<file path="src/rtl/pll_cfg_ctrl.sv">
// pll_cfg_ctrl: configuration sequencer driving the tech_pll divider inputs.
// Accepts a divider set over valid/ready and rejects illegal sets. Holds the
// downstream clock mux in bypass while the dividers change. Waits for a
// synchronized, debounced lock (with timeout) and watches for lock loss.
module pll_cfg_ctrl #(
    parameter logic [5:0]  DEF_REFDIV   = 6'd1,
    parameter logic [11:0] DEF_FBDIV    = 12'd16,
    parameter logic [2:0]  DEF_POSTDIV1 = 3'd1,
    parameter logic [2:0]  DEF_POSTDIV2 = 3'd1,
    parameter int unsigned BYPASS_CYC   = 4,
    parameter int unsigned LOCK_STABLE  = 16,
    parameter int unsigned LOCK_TIMEOUT = 4096
) (
    input  logic        clk_i,
    input  logic        rst_n_i,
    input  logic        cfg_valid_i,
    output logic        cfg_ready_o,
    input  logic [5:0]  cfg_refdiv_i,
    input  logic [11:0] cfg_fbdiv_i,
    input  logic [2:0]  cfg_postdiv1_i,
    input  logic [2:0]  cfg_postdiv2_i,
    output logic [5:0]  refdiv_o,
    output logic [11:0] fbdiv_o,
    output logic [2:0]  postdiv1_o,
    output logic [2:0]  postdiv2_o,
    input  logic        pll_lock_i,
    output logic        bypass_o,
    output logic        locked_o,
    output logic        err_cfg_o,
    output logic        timeout_o,
    output logic        lock_lost_o
);

    localparam int BW = $clog2(BYPASS_CYC + 1);
    localparam int SW = $clog2(LOCK_STABLE + 1);
    localparam int TW = $clog2(LOCK_TIMEOUT + 1);

    localparam logic [BW-1:0] BYP_MAX  = BW'(BYPASS_CYC);
    localparam logic [SW-1:0] STAB_MAX = SW'(LOCK_STABLE);
    localparam logic [TW-1:0] TO_MAX   = TW'(LOCK_TIMEOUT);
    localparam logic [BW-1:0] BYP_ONE  = BW'(1);
    localparam logic [SW-1:0] STAB_ONE = SW'(1);
    localparam logic [TW-1:0] TO_ONE   = TW'(1);

    typedef enum logic [2:0] {
        IDLE_BYP  = 3'd0,
        BYPASS    = 3'd1,
        APPLY     = 3'd2,
        WAIT_LOCK = 3'd3,
        LOCKED    = 3'd4,
        FAIL      = 3'd5
    } state_t;

    state_t state, state_nx;

    logic [BW-1:0] byp_cnt, byp_nx;
    logic [SW-1:0] stab_cnt, stab_nx;
    logic [TW-1:0] to_cnt, to_nx;

    logic lock_sync_p0, lock_s;

    logic [5:0]  sh_refdiv;
    logic [11:0] sh_fbdiv;
    logic [2:0]  sh_postdiv1, sh_postdiv2;

    logic cfg_hs, cfg_legal;
    logic load_shadow, load_div, set_to, set_lost, clr_flags, err_nx;

    // Saturating increments: counters park at their terminal value, never wrap.
    function automatic logic [BW-1:0] sat_inc_byp(input logic [BW-1:0] v);
        return (v == BYP_MAX) ? v : v + BYP_ONE;
    endfunction

    function automatic logic [SW-1:0] sat_inc_stab(input logic [SW-1:0] v);
        return (v == STAB_MAX) ? v : v + STAB_ONE;
    endfunction

    function automatic logic [TW-1:0] sat_inc_to(input logic [TW-1:0] v);
        return (v == TO_MAX) ? v : v + TO_ONE;
    endfunction

    assign cfg_hs    = cfg_valid_i & cfg_ready_o;
    assign cfg_legal = (cfg_refdiv_i != 6'd0) && (cfg_fbdiv_i >= 12'd16) &&
                       (cfg_postdiv1_i != 3'd0) && (cfg_postdiv2_i != 3'd0) &&
                       (cfg_postdiv2_i <= cfg_postdiv1_i);

    // Two-flop synchronizer for the asynchronous PLL lock indication.
    always_ff @(posedge clk_i or negedge rst_n_i) begin
        if (!rst_n_i) begin
            lock_sync_p0 <= 1'b0;
            lock_s       <= 1'b0;
        end else begin
            lock_sync_p0 <= pll_lock_i;
            lock_s       <= lock_sync_p0;
        end
    end

    // Next-state, counter and event decode; an accepted handshake overrides
    // whatever the current state would otherwise do (including lock loss).
    always_comb begin
        state_nx    = state;
        byp_nx      = byp_cnt;
        stab_nx     = stab_cnt;
        to_nx       = to_cnt;
        load_shadow = 1'b0;
        load_div    = 1'b0;
        set_to      = 1'b0;
        set_lost    = 1'b0;
        clr_flags   = 1'b0;
        err_nx      = cfg_hs & ~cfg_legal;

        if (cfg_hs && cfg_legal) begin
            load_shadow = 1'b1;
            clr_flags   = 1'b1;
            byp_nx      = '0;
            state_nx    = BYPASS;
        end else begin
            unique case (state)
                BYPASS: begin
                    byp_nx = sat_inc_byp(byp_cnt);
                    if (byp_nx == BYP_MAX) state_nx = APPLY;
                end
                APPLY: begin
                    load_div = 1'b1;
                    stab_nx  = '0;
                    to_nx    = '0;
                    state_nx = WAIT_LOCK;
                end
                WAIT_LOCK: begin
                    stab_nx = lock_s ? sat_inc_stab(stab_cnt) : '0;
                    to_nx   = sat_inc_to(to_cnt);
                    if (stab_nx == STAB_MAX) begin
                        state_nx = LOCKED;
                    end else if (to_nx == TO_MAX) begin
                        state_nx = FAIL;
                        set_to   = 1'b1;
                    end
                end
                LOCKED: begin
                    if (!lock_s) begin
                        set_lost = 1'b1;
                        stab_nx  = '0;
                        to_nx    = '0;
                        state_nx = WAIT_LOCK;
                    end
                end
                FAIL: begin
                    state_nx = FAIL;
                end
                default: begin
                    state_nx = WAIT_LOCK;
                end
            endcase
        end
    end

    // State and counter registers; reset re-waits for lock on the defaults.
    always_ff @(posedge clk_i or negedge rst_n_i) begin
        if (!rst_n_i) begin
            state    <= WAIT_LOCK;
            byp_cnt  <= '0;
            stab_cnt <= '0;
            to_cnt   <= '0;
        end else begin
            state    <= state_nx;
            byp_cnt  <= byp_nx;
            stab_cnt <= stab_nx;
            to_cnt   <= to_nx;
        end
    end

    // Shadow copy of the accepted configuration, and the PLL-facing dividers
    // that only pick it up when leaving APPLY.
    always_ff @(posedge clk_i or negedge rst_n_i) begin
        if (!rst_n_i) begin
            sh_refdiv   <= DEF_REFDIV;
            sh_fbdiv    <= DEF_FBDIV;
            sh_postdiv1 <= DEF_POSTDIV1;
            sh_postdiv2 <= DEF_POSTDIV2;
            refdiv_o    <= DEF_REFDIV;
            fbdiv_o     <= DEF_FBDIV;
            postdiv1_o  <= DEF_POSTDIV1;
            postdiv2_o  <= DEF_POSTDIV2;
        end else begin
            if (load_shadow) begin
                sh_refdiv   <= cfg_refdiv_i;
                sh_fbdiv    <= cfg_fbdiv_i;
                sh_postdiv1 <= cfg_postdiv1_i;
                sh_postdiv2 <= cfg_postdiv2_i;
            end
            if (load_div) begin
                refdiv_o   <= sh_refdiv;
                fbdiv_o    <= sh_fbdiv;
                postdiv1_o <= sh_postdiv1;
                postdiv2_o <= sh_postdiv2;
            end
        end
    end

    // Registered status outputs, decoded from the next state so they line up
    // with the state register.
    always_ff @(posedge clk_i or negedge rst_n_i) begin
        if (!rst_n_i) begin
            cfg_ready_o <= 1'b0;
            bypass_o    <= 1'b1;
            locked_o    <= 1'b0;
            err_cfg_o   <= 1'b0;
            timeout_o   <= 1'b0;
            lock_lost_o <= 1'b0;
        end else begin
            cfg_ready_o <= (state_nx == LOCKED) || (state_nx == FAIL);
            bypass_o    <= (state_nx != LOCKED);
            locked_o    <= (state_nx == LOCKED);
            err_cfg_o   <= err_nx;
            if (clr_flags) begin
                timeout_o   <= 1'b0;
                lock_lost_o <= 1'b0;
            end else begin
                if (set_to)   timeout_o   <= 1'b1;
                if (set_lost) lock_lost_o <= 1'b1;
            end
        end
    end

endmodule

</file>
<file path="config.mk">
export PLATFORM = sky130hd
export DESIGN_NAME = pll_cfg_ctrl
export DESIGN_NICKNAME = d
export VERILOG_FILES = /design/src/rtl/pll_cfg_ctrl.sv
export SDC_FILE = /design/constraint.sdc
export NUM_CORES = 1
export LEC_CHECK = 0
export BUFFER_PORTS_ARGS = -buffer_cell sky130_fd_sc_hd__buf_2
export CORE_ASPECT_RATIO = 2
export CORE_MARGIN = 3
export CORE_UTILIZATION = 55
export CTS_CLUSTER_DIAMETER = 30
export DETAILED_ROUTE_END_ITERATION = 8
export HOLD_SLACK_MARGIN = 0.1
export PLACE_DENSITY_LB_ADDON = 0.2
export SLEW_MARGIN = 25
export SYNTH_ARGS = -nofsm -noshare
export SYNTH_HDL_FRONTEND = slang
export SYNTH_SLANG_ARGS = --single-unit
</file>
<file path="constraint.sdc">
create_clock -name clk_i -period 4.33 [get_ports clk_i]
set_clock_uncertainty 0.05 [all_clocks]
set_input_delay 0.6495 -clock clk_i [delete_from_list [all_inputs] [get_ports clk_i]]
set_output_delay 0.6495 -clock clk_i [all_outputs]
set_load 0.05 [all_outputs]
</file>
==> reports/qor.txt, run 1 <==
status - complete, no violations
Total GRT Usage - 22.10%
die width - 65.27 um
crit-path leading delay family - simple AND/OR/NAND/NOR gates
internal power - 0.001919 W
clk slew on worst S/H paths - 60 ps
Post-CTS Repair Setup Buffers - 0
port buffer count - 57
Post-Synthesis Cells - 347
Initial Utilization - 57.44%
top flip-flop cell by instance count after synthesis - dfrtp_1
Syn Nets - 384
number of flops mapped to enable cells by yosys - 0
DRT iter0 DRCs - 166
unrepaired setup endpoints after global routing - no
post-route ant nets - 0
cts repair resizes - 0
Fillers - 544
crit path max-delay cell type - or3_2
cell taking the most area after synthesis - dfrtp_1
fin crit share - 66.29%
maximum VDD drop - 0.5088 mV
Die Y - 124.5 um
synthesized area per cell - 11.13 um^2
most frequent cells after synthesis - 69 x dfrtp_1, 47 x mux2_2, 23 x nor2_1, 22 x nand2_1, 17 x o21ai_0
fraction of registers with async set/reset - 100.0%
CP endpoint kind - flip-flop
number of synthesized register bits - 80
Pwr Density - 705.6 nW/um^2
fin crit period - 2870 ps
number of diodes - 0
top-level I/O count - 58
combined area of the multi-input logic cells - 1714 um^2
worst relative slew slack - 52.38%
CTS H-tree lvls - 3
Nets - 437
Via-to-Cell Ratio - 5.771
routed vias - 2845
CP arrival - 3040 ps
top cell type's share of synthesized area - 44.69%
Final setup viols - 0
Synth warnings - 0
Clk pwr share - 25.6%
Post-DP Area - 4205 um^2
DP HPWL - 5772 um
CTS tree - done
Max Cap Viol - 0
layout cells sized above 1 - 34.57%
GRT overflow - 0
critical path class - in2reg
crit path max fanout - 24
final WL - 8044 um
DR WL/cell - 16.32 um
fmax - 348.4 MHz
core footprint - 6726 um^2
gp weighted congestion - 0.8305
CTS Hold Bufs - 0
drt pass-1 iters - 4
synth unique cells - 51
post-synthesis sequential area ratio - 52.17%
drt drc - 0
Comb pwr share - 38.8%
largest cells by area after synthesis - dfrtp_1 45%, mux2_2 14%, dfstp_2 7.5%, ha_1 2.9%, nor2_1 2.2%
net switching power figure - 0.001281 W
die footprint - 8127 um^2
Leak Pwr - 2.158 nW
post-route cell area - 4534 um^2
Netlist Area Pre-Place - 3864 um^2
Worst-Margin Slew - 714.4 ps
Sw Share - 40.03%
antenna violations before repair - 0
CTS buffer count - 9
sequential share of power - 35.6%
pin count of the biggest net entering global routing - 81
worst-path cell chain - buf_2 > inv_1 > ha_1 > nor2b_1 > o21ai_1 > a32oi_1 > nor3_2 > buf_4 > or3_2 > mux2_1
Worst path max stage delay - 760 ps
clk buf depth - 2
type of origin of the critical path - primary input
Critical Path RT - 4490 ps
most frequent cell after synthesis - dfrtp_1
class of the worst hold path - in2async
root buf cell - clkbuf_16
Clk Latency, worst-skew pair - 330 ps
setup TNS - 0 ps
WP buf/inv - 3
vias in the first global route - 3004
Hold Fails Final Rpt - 0
Area Growth Syn to Fin - 17.36%
Final Slew Violations - 0
CTS sink cnt - 80
sequential cell area - 2016 um^2
FP Rows - 42
first-pass GRT wire length - 13900 um
## flip-flops by register name (all words and copies together), names as in the netlist, 5 cells and up
| name | flops |
|---|---|
| fbdiv_o | 12 |
| refdiv_o | 6 |
| sh_fbdiv | 12 |
| sh_refdiv | 6 |
| stab_cnt | 5 |
| to_cnt | 13 |
## power groups by stage
stage	logic [W]	registers, W	clock network (W)
5_1_grt	0.00134	0.00117	0.000863
4_1_cts	0.00125	0.00114	0.000831
3_3_place_gp	0.00123	0.00114	0
6_report	0.00124	0.00114	0.000819
2_1_floorplan	0.000562	0.00152	0
3_5_place_dp	0.00125	0.00115	0
## logic make-up (layout without fill, tap and decap cells)
kind of cell	Yosys count	count (layout)	share of synthesized area (%)
adders and majority gates	9	9	2.915
and+or+nand+nor	105	105	14.02
buffers and inverters	33	91	3.497
AOI/OAI and AO/OA	63	63	11.33
xor gates and xnor gates	8	8	1.814
DFF	80	80	52.17
muxes	49	49	14.25
## area by class of cell
cell class	count	share of cell area, %
flip-flops and latches	80	44.45
multi-input cells	234	37.80
repair buffers	60	6.926
clock buffers	11	5.353
well taps	88	2.428
clock inverters	5	1.794
inverters	15	1.242
## placed cells by master (no fill, tap or decap), types with 9 or more instances in the layout
master      n
a21oi_1    13
buf_2      56
clkbuf_16   9
dfrtp_1    69
dfstp_2    11
ha_1        9
inv_1      15
mux2_2     47
nand2_1    22
nand3_1    13
nor2_1     23
nor3_1     12
o21ai_0    17
o31ai_1     9
## metrics by stage
stage          instances  hold slack, ps  worst slack (ps)  power [W]  utilization (%)
2_1_floorplan        347           281.2              1620   0.002084                -
3_3_place_gp         477           284.2              1063   0.002368            62.52
3_5_place_dp         477           305.5              1009   0.002398            62.52
4_1_cts              493           321.7              1356   0.003222            67.34
5_1_grt              493           326.9              1315   0.003374            67.41
6_report             493           283.0              1460   0.003199            67.41
## metal layers
metal	wire length (um)	GRT usage (%)	share of wire (%)
met2	4502	39.39	56
met4	238	10.51	3.0
met3	335	5.596	4.2
met5	0	0	0
met1	2968	23.33	37
## final timing paths
check                           depth (start not counted)  slack, ps                 endpoint              startpoint
worst max register to register                          7       1840    cfg_ready_o$_DFF_PN0_   to_cnt[0]$_DFFE_PN0P_
min in group clk_i                                      0        320         lock_s$_DFF_PN0_  lock_sync_p0$_DFF_PN0_
max in group asynchronous                               1       3440  stab_cnt[4]$_DFFE_PN0P_                 rst_n_i
worst min-delay path                                    1        280    to_cnt[5]$_DFFE_PN0P_                 rst_n_i
worst min register to register                          0        320         lock_s$_DFF_PN0_  lock_sync_p0$_DFF_PN0_
worst max-delay path                                   10       1460   fbdiv_o[0]$_DFFE_PN0P_       cfg_postdiv1_i[1]
Power figures use the tool's default switching activity.
==> run 2, diff against run 1 <==
==> constraint.sdc (replaced) <==
create_clock -name clk_i -period 2.8 [get_ports clk_i]
set_clock_uncertainty 0.05 [all_clocks]
set_input_delay 0.42 -clock clk_i [delete_from_list [all_inputs] [get_ports clk_i]]
set_output_delay 0.42 -clock clk_i [all_outputs]
set_load 0.05 [all_outputs]
==> run 2 against run 1 <==
Clock power is 44% higher. Sequential share of layout area shrank 0.11 points. Combinational power grew 59%. Setup slack worse by 1100 ps. Sequential power up 54%. Hold slack got worse by 240 ps. Via count grew 0.39%. Die area stayed put. Largest cell class unchanged.
==> reports/qor.txt, run 2 (same netlist as run 1, synthesis figures left out) <==
most frequent cells in the layout - 69 x dfrtp_1, 56 x buf_2, 47 x mux2_2, 23 x nor2_1, 22 x nand2_1
maximum VDD drop - 0.9641 mV
Leak Pwr - 2.165 nW
routed vias - 2856
setup TNS - 0 ps
Die Y - 124.5 um
CTS buffer count - 9
die footprint - 8127 um^2
cts repair resizes - 0
largest registers - to_cnt (13), fbdiv_o (12), sh_fbdiv (12)
Worst path max stage delay - 460 ps
worst-path cell chain - ha_1 > and3_1 > or3_1 > a2111oi_4 > o211ai_1 > or3_1 > a21oi_1
type of origin of the critical path - flip-flop
Post-CTS Repair Setup Buffers - 0
first-pass GRT wire length - 13920 um
status - complete, no violations
CTS tree - done
Pwr Density - 1081 nW/um^2
Via-to-Cell Ratio - 5.746
Worst-Margin Slew - 720.3 ps
FP Rows - 42
Max Cap Viol - 0
CP endpoint kind - flip-flop
Final Slew Violations - 0
Critical Path RT - 3010 ps
CTS H-tree lvls - 3
CTS sink cnt - 80
worst relative slew slack - 51.98%
CP arrival - 2650 ps
vias in the first global route - 3001
CP most frequent cell - or3_1
Area Growth Syn to Fin - 17.65%
final WL - 8292 um
Initial Utilization - 57.44%
WP buf/inv - 0
layout cells sized above 1 - 35.21%
root buf cell - clkbuf_16
fin crit share - 87.13%
pin count of the biggest net entering global routing - 81
Top reg by flops - to_cnt
die width - 65.27 um
unrepaired setup endpoints after global routing - no
drt pass-1 iters - 4
DR WL/cell - 16.68 um
CTS Hold Bufs - 0
antenna violations before repair - 0
clk slew on worst S/H paths - 60 ps
gp weighted congestion - 0.8219
Nets - 441
crit-path leading delay family - simple AND/OR/NAND/NOR gates
DRT iter0 DRCs - 115
top-level I/O count - 58
crit path max-delay cell type - dfrtp_1
GRT overflow - 0
max reg flops - 13
class of the worst hold path - in2async
Final setup viols - 0
Clk Latency, worst-skew pair - 330 ps
commonest non-fill, non-tap cell in the layout - dfrtp_1
port buffer count - 57
drt drc - 0
post-route ant nets - 0
fin crit period - 2440 ps
critical path class - reg2reg
crit path max fanout - 8
DP HPWL - 5996 um
Total GRT Usage - 22.27%
number of diodes - 0
core footprint - 6726 um^2
fmax - 409.9 MHz
clk buf depth - 2
Hold Slack - 45.32 ps
Hold Fails Final Rpt - 0
-- run 2: cell types whose count changed in the layout (fill, tap and decap cells not counted), sizes merged --
cell,change
clkinvlp,+1
inv,+1
clkbuf,-1
buf,+4
bufinv,-1
-- run 2: metrics by stage --
| step | instances | area [um^2] | setup WS (ps) | utilization (%) | power (W) |
|---|---|---|---|---|---|
| after floorplan | 347 | 3864 | 319.6 | - | 0.003223 |
| after global routing | 497 | 4546 | 213.4 | 67.58 | 0.005184 |
| after global placement | 481 | 4235 | 337.8 | 62.97 | 0.003698 |
| after detailed placement | 481 | 4235 | 269.0 | 62.97 | 0.003754 |
| final | 497 | 4546 | 360.3 | 67.58 | 0.004913 |
| after CTS | 497 | 4542 | 362.4 | 67.52 | 0.004957 |
-- run 2: power breakdown --
group	total [W]	switching, W	internal, W
clock	0.00118	0.000467	0.000717
combinational	0.00197	0.00130	0.000668
sequential	0.00176	0.000240	0.00152
-- run 2: cell type report --
| class | instances | area [um^2] |
|---|---|---|
| clock buffers | 10 | 239.0 |
| clock inverters | 6 | 67.56 |
| fillers | 586 | 2181 |
| inverters | 15 | 56.30 |
| multi-input cells | 234 | 1713 |
| flip-flops and latches | 80 | 2016 |
| well taps | 88 | 110.1 |
| repair buffers | 64 | 344.1 |
-- run 2: metal layers --
layer	up-vias	global-route usage (%)	part of all wire, %
met4	0	8.680	2.0
met3	12	4.874	3.5
met1	1419	23.23	36
met2	62	41.42	58
li1	1363	-	-
met5	-	0	0
-- run 2: path summary, 6_finish.rpt --
kind | end | cells after the start | start | slack (ps)
hold / removal | to_cnt[7]$_DFFE_PN0P_ | 1 | rst_n_i | 50
hold reg to reg | lock_s$_DFF_PN0_ | 0 | lock_sync_p0$_DFF_PN0_ | 310
max in group asynchronous | sh_postdiv1[2]$_DFFE_PN0P_ | 1 | rst_n_i | 2130
min in group clk_i | lock_sync_p0$_DFF_PN0_ | 1 | pll_lock_i | 140
setup / recovery | state[2]$_DFF_PN0_ | 7 | to_cnt[0]$_DFFE_PN0P_ | 360
setup reg to reg | state[2]$_DFF_PN0_ | 7 | to_cnt[0]$_DFFE_PN0P_ | 360
